$ cat config.mk
export PLATFORM = sky130hd
export DESIGN_NAME = rv32i_core
export DESIGN_NICKNAME = d
export VERILOG_FILES = /design/src/rtl/rv32i_core.sv
export SDC_FILE = /design/constraint.sdc
export NUM_CORES = 2
export LEC_CHECK = 0
export CAP_MARGIN = 0
export CORE_UTILIZATION = 31
export CTS_BUF_LIST = sky130_fd_sc_hd__clkbuf_8
export DETAILED_ROUTE_END_ITERATION = 7
export MAX_ROUTING_LAYER = met4
export SYNTH_ARGS = -nofsm -noshare
export SYNTH_HDL_FRONTEND = slang
export SYNTH_SLANG_ARGS = --single-unit
$ cat constraint.sdc
create_clock -name clk -period 10.79 [get_ports clk]
set_clock_uncertainty 0.15 [all_clocks]
set_input_delay 2.158 -clock clk [delete_from_list [all_inputs] [get_ports clk]]
set_output_delay 2.158 -clock clk [all_outputs]
set_load 0.02 [all_outputs]
$ cat src/rtl/rv32i_core.sv
// rv32i_core: single-cycle RV32I core with combinational instruction fetch and byte-addressed data port.
module rv32i_core #(
    parameter int DATA_W     = 32,
    parameter int PC_WIDTH   = 8,
    parameter int ADDR_WIDTH = 8,
    parameter int RESET_PC   = 0
) (
    input  logic                  clk,
    input  logic                  rst,
    input  logic [31:0]           instruction,
    output logic [PC_WIDTH-1:0]   pc,
    input  logic [DATA_W-1:0]     d_in,
    output logic                  wr_en,
    output logic [1:0]            mode,
    output logic [ADDR_WIDTH-1:0] wr_addr,
    output logic [ADDR_WIDTH-1:0] rd_addr,
    output logic [DATA_W-1:0]     d_out
);
    localparam logic [6:0] OP_LUI    = 7'b0110111;
    localparam logic [6:0] OP_AUIPC  = 7'b0010111;
    localparam logic [6:0] OP_JAL    = 7'b1101111;
    localparam logic [6:0] OP_JALR   = 7'b1100111;
    localparam logic [6:0] OP_BRANCH = 7'b1100011;
    localparam logic [6:0] OP_LOAD   = 7'b0000011;
    localparam logic [6:0] OP_STORE  = 7'b0100011;
    localparam logic [6:0] OP_IMM    = 7'b0010011;
    localparam logic [6:0] OP_REG    = 7'b0110011;

    logic [PC_WIDTH-1:0]   pc_q, pc_d, pc_plus4, jalr_tgt;
    logic [DATA_W-1:0]     rf_q [32];
    logic [6:0]            opcode, f7;
    logic [4:0]            rd, rs1, rs2, shamt;
    logic [2:0]            f3;
    logic [DATA_W-1:0]     imm_i, imm_u, rs1_v, rs2_v, alu_b, alu, ld, rd_wdata;
    logic [PC_WIDTH-1:0]   imm_b, imm_j;
    logic [ADDR_WIDTH-1:0] imm_s, ea;
    logic                  eq, lt, ltu, taken, sub, rd_we, store, imm_ok, reg_ok;

    assign opcode   = instruction[6:0];
    assign rd       = instruction[11:7];
    assign f3       = instruction[14:12];
    assign rs1      = instruction[19:15];
    assign rs2      = instruction[24:20];
    assign f7       = instruction[31:25];
    assign imm_i    = {{20{instruction[31]}}, instruction[31:20]};
    assign imm_u    = {instruction[31:12], 12'b0};
    assign imm_s    = ADDR_WIDTH'({{20{instruction[31]}}, instruction[31:25], instruction[11:7]});
    assign imm_b    = PC_WIDTH'({{19{instruction[31]}}, instruction[31], instruction[7], instruction[30:25], instruction[11:8], 1'b0});
    assign imm_j    = PC_WIDTH'({{11{instruction[31]}}, instruction[31], instruction[19:12], instruction[20], instruction[30:21], 1'b0});
    assign rs1_v    = rf_q[rs1];
    assign rs2_v    = rf_q[rs2];
    assign alu_b    = (opcode == OP_REG || opcode == OP_BRANCH) ? rs2_v : imm_i;
    assign shamt    = alu_b[4:0];
    assign sub      = opcode == OP_REG && f7[5];
    assign eq       = rs1_v == alu_b;
    assign lt       = $signed(rs1_v) < $signed(alu_b);
    assign ltu      = rs1_v < alu_b;
    assign taken    = f3[0] ^ (f3[2] ? (f3[1] ? ltu : lt) : eq);
    assign imm_ok   = f3 == 3'd1 ? f7 == 7'h00 : f3 == 3'd5 ? (f7 == 7'h00 || f7 == 7'h20) : 1'b1;
    assign reg_ok   = f7 == 7'h00 || (f7 == 7'h20 && (f3 == 3'd0 || f3 == 3'd5));
    assign pc_plus4 = pc_q + PC_WIDTH'(4);
    assign jalr_tgt = rs1_v[PC_WIDTH-1:0] + imm_i[PC_WIDTH-1:0];
    // Truncated sum equals the low bits of the full 32-bit address sum.
    assign ea       = rs1_v[ADDR_WIDTH-1:0] + (opcode == OP_STORE ? imm_s : imm_i[ADDR_WIDTH-1:0]);
    assign ld       = f3 == 3'd0 ? {{24{d_in[7]}}, d_in[7:0]} :
                      f3 == 3'd1 ? {{16{d_in[15]}}, d_in[15:0]} :
                      f3 == 3'd4 ? {24'b0, d_in[7:0]} :
                      f3 == 3'd5 ? {16'b0, d_in[15:0]} : d_in;

    always_comb begin
        case (f3)
            3'd0:    alu = sub ? rs1_v - alu_b : rs1_v + alu_b;
            3'd1:    alu = rs1_v << shamt;
            3'd2:    alu = DATA_W'(lt);
            3'd3:    alu = DATA_W'(ltu);
            3'd4:    alu = rs1_v ^ alu_b;
            3'd5:    alu = f7[5] ? DATA_W'($signed(rs1_v) >>> shamt) : rs1_v >> shamt;
            3'd6:    alu = rs1_v | alu_b;
            default: alu = rs1_v & alu_b;
        endcase
    end

    always_comb begin
        pc_d     = pc_plus4;
        rd_we    = 1'b0;
        rd_wdata = alu;
        store    = 1'b0;
        case (opcode)
            OP_LUI:    begin rd_we = 1'b1; rd_wdata = imm_u; end
            OP_AUIPC:  begin rd_we = 1'b1; rd_wdata = DATA_W'(pc_q) + imm_u; end
            OP_JAL:    begin rd_we = 1'b1; rd_wdata = DATA_W'(pc_plus4); pc_d = pc_q + imm_j; end
            OP_JALR:   if (f3 == 3'd0) begin rd_we = 1'b1; rd_wdata = DATA_W'(pc_plus4); pc_d = jalr_tgt & ~PC_WIDTH'(1); end
            OP_BRANCH: if (f3[2:1] != 2'b01 && taken) pc_d = pc_q + imm_b;
            OP_LOAD:   begin rd_we = f3 != 3'd3 && f3[2:1] != 2'b11; rd_wdata = ld; end
            OP_STORE:  store = !f3[2] && f3[1:0] != 2'b11;
            OP_IMM:    rd_we = imm_ok;
            OP_REG:    rd_we = reg_ok;
            default:   ;
        endcase
        rd_we = rd_we && rd != 5'd0;
    end

    assign pc      = pc_q;
    assign wr_en   = store && !rst;
    assign mode    = f3[1:0] == 2'b11 ? 2'd2 : f3[1:0];
    assign wr_addr = ea;
    assign rd_addr = ea;
    assign d_out   = rs2_v;

    always_ff @(posedge clk) begin
        if (rst) begin
            pc_q <= PC_WIDTH'(RESET_PC);
            for (int i = 0; i < 32; i++) rf_q[i] <= '0;
        end else begin
            pc_q <= pc_d;
            if (rd_we) rf_q[rd] <= rd_wdata;
        end
    end
endmodule

==> reports/results.ini <==
[setup_path]
critPathLaunch=instruction[15]
path_max_fanout=26
r2r-start=rf_q[21][7]
critPathArrivalTime_ns=7.49
start_kind=primary input
crit_type=primary input to output port
endpoint_kind=output port
required_ns=8.48

[status]
violations=DRC
outcome=finished with violations

[sta]
hold_viol=0
finalSetupViolCount=0
rsz0062_at_grt=no
min_period_ns=9.80
fmax_mhz=102
period_share_pct=90.9
worst_pin_slew_ns=1.43
slew-limit-headroom_pct=4.36
fin_setup_tns_ns=0
slew_violations=0

[routing]
drt_pass1_iterations=8
drtAntennaViolNets=0
routed-via-count=55900
wl_per_cell_um=35.8
wl_um=315000
drtIter0Drc=9211
drc_errors=2
viasPerCell=6.35

[grt]
gr-usage-all-layers_pct=29.7
gr-total-overflow=0
grt_pass1_wl_um=428000
antenna_found_initial=25
grt_start_max_net_pins=100
first_global_vias=54000

[die]
die_height_um=461
pin_count=125
core_mm2=0.210
dieArea_mm2=0.213
start_util_pct=31.2
die_w_um=461
std_cell_rows=168

[finish]
nets=6030
layout-drive-gt1-share_pct=16.6
final_util_pct=35.1
final_common_cell=edfxtp_1
area_growth_pct=12.3
final_cell_mix=edfxtp_1, nor2_1, mux2i_1
nFillCells=20700

[synth]
ys_seq_elements=1031
synth-edff-count=1024
ys_types=106
yosys_warnings=0
synth_area_mm2=0.0654
synth.avg_cell_area_um2=11.2
synth_cells=5821
synthFlopType=edfxtp_1
yosysSeqAreaShare_pct=47.2
postSynth.asyncResetShare_pct=0

[cts]
cts_hold_buf=0
cts.sinks=1031
cts_resized=0
cts_tree=done
cts_buffer_depth=3
clockRootBuffer=clkbuf_8
htreeDepth=4
postCtsSetupRepairBufs=0
clk_latency_ns=0.95
cts_made_buffers=175
path_clk_slew_ns=0.06

[pwr]
p_leak_nw=26.8
ir_drop_mv=0.0829
power.density_mw_per_mm2=146

[min_path]
worstHoldStart=pc[1]
hold_path_class=register to register

[placed_design]
dpl.hpwl_um=207000
portBuffers=123
place_congestion=1.05

[job]
cap_viol_max_count=0

[metal layers]
layer | wire length [µm] | GRT usage, %
met1 | 111000 | 34.7
met4 | 25200 | 19.8
met3 | 40500 | 8.64
met5 | 0 | -
met2 | 138000 | 44.1
[where the power goes]
group          internal, W  switching (W)  leakage, nW  total (W)
registers          0.00453      0.0000828         10.7    0.00462
clock network      0.00174        0.00173         1.89    0.00347
logic             0.000831        0.00183         14.2    0.00266
total              0.00711        0.00364         26.8     0.0107
[worst max-delay path, stage by stage]
cell	delay, ns
clkdlybuf4s50_1	0.51
buf_4	0.33
or4bb_1	0.26
buf_4	0.34
o22ai_1	0.16
nor4_2	0.58
nand3_1	0.62
ha_1	0.51
a21o_1	0.19
a21oi_1	0.24
o21bai_1	0.10
a21oi_1	0.25
o21bai_1	0.10
a21oi_1	0.22
xnor2_1	0.22
clkdlybuf4s50_1	0.67
[state kept, by name, summed over array words and instances, names as in the netlist]
signal  count
rf_q     1024
pc          7
[path summary, 6_finish.rpt]
| check | to | slack (ns) | cells after the start |
|---|---|---|---|
| max reg2reg | rf_q[25][30] | 3.72 | 19 |
| min reg2reg | pc[1] | 0.43 | 2 |
| max | wr_addr[7] | 0.99 | 16 |
| min | pc[1] | 0.43 | 2 |
[cells in the mapped netlist (all sizes together), types with 45 or more instances]
cell / instances / area share [%]
o21ai: 178 / 1.4
buf: 282 / 2.4
mux2: 45 / 0.77
o22ai: 91 / 0.87
nor3: 169 / 1.3
nand2: 276 / 1.6
a22oi: 166 / 1.9
nor2b: 107 / 1.0
ha: 122 / 2.3
nand2b: 51 / 0.49
mux4: 304 / 10
clkbuf: 291 / 1.7
nor2: 936 / 5.4
a211oi: 60 / 0.69
inv: 109 / 0.63
a21oi: 287 / 2.2
nand3: 111 / 0.85
edfxtp: 1024 / 47
mux2i: 612 / 9.4
[area by class of cell]
type | instances | area (µm²) | area share, %
antenna | 17 | 42.5 | 0.0579
clock buffer | 178 | 2450 | 3.33
clock inverter | 138 | 867 | 1.18
inverter | 116 | 445 | 0.606
multi-input combinational | 4133 | 32000 | 43.5
sequential | 1031 | 30900 | 42.0
tap | 2805 | 3510 | 4.78
timing repair buffer | 380 | 3280 | 4.47
[through the flow]
stage               power, W  instance area [µm²]  instances  worst slack [ns]  hold slack, ns
CTS                   0.0106                73400       8781              1.19           0.448
finish                0.0107                73500       8798             0.987           0.426
floorplan            0.00618                65500       5853              2.08           0.429
global route          0.0110                73500       8796             0.938           0.468
detailed placement   0.00725                70100       8465              1.16           0.440
global placement     0.00724                70100       8465              1.07           0.430
[cell families after synthesis]
kind of cell / Yosys count / share of synthesized area, %
AND/OR/NAND/NOR: 1815 / 12.4
AO/OA/AOI/OAI: 1151 / 11.9
flip-flops: 1031 / 47.2
multiplexers: 961 / 20.6
buffers and inverters: 689 / 4.72
adder cells (fa/ha/maj): 127 / 2.49
XOR/XNOR: 46 / 0.616
other: 1 / 0.00573
(Power assumes the default switching activity.)
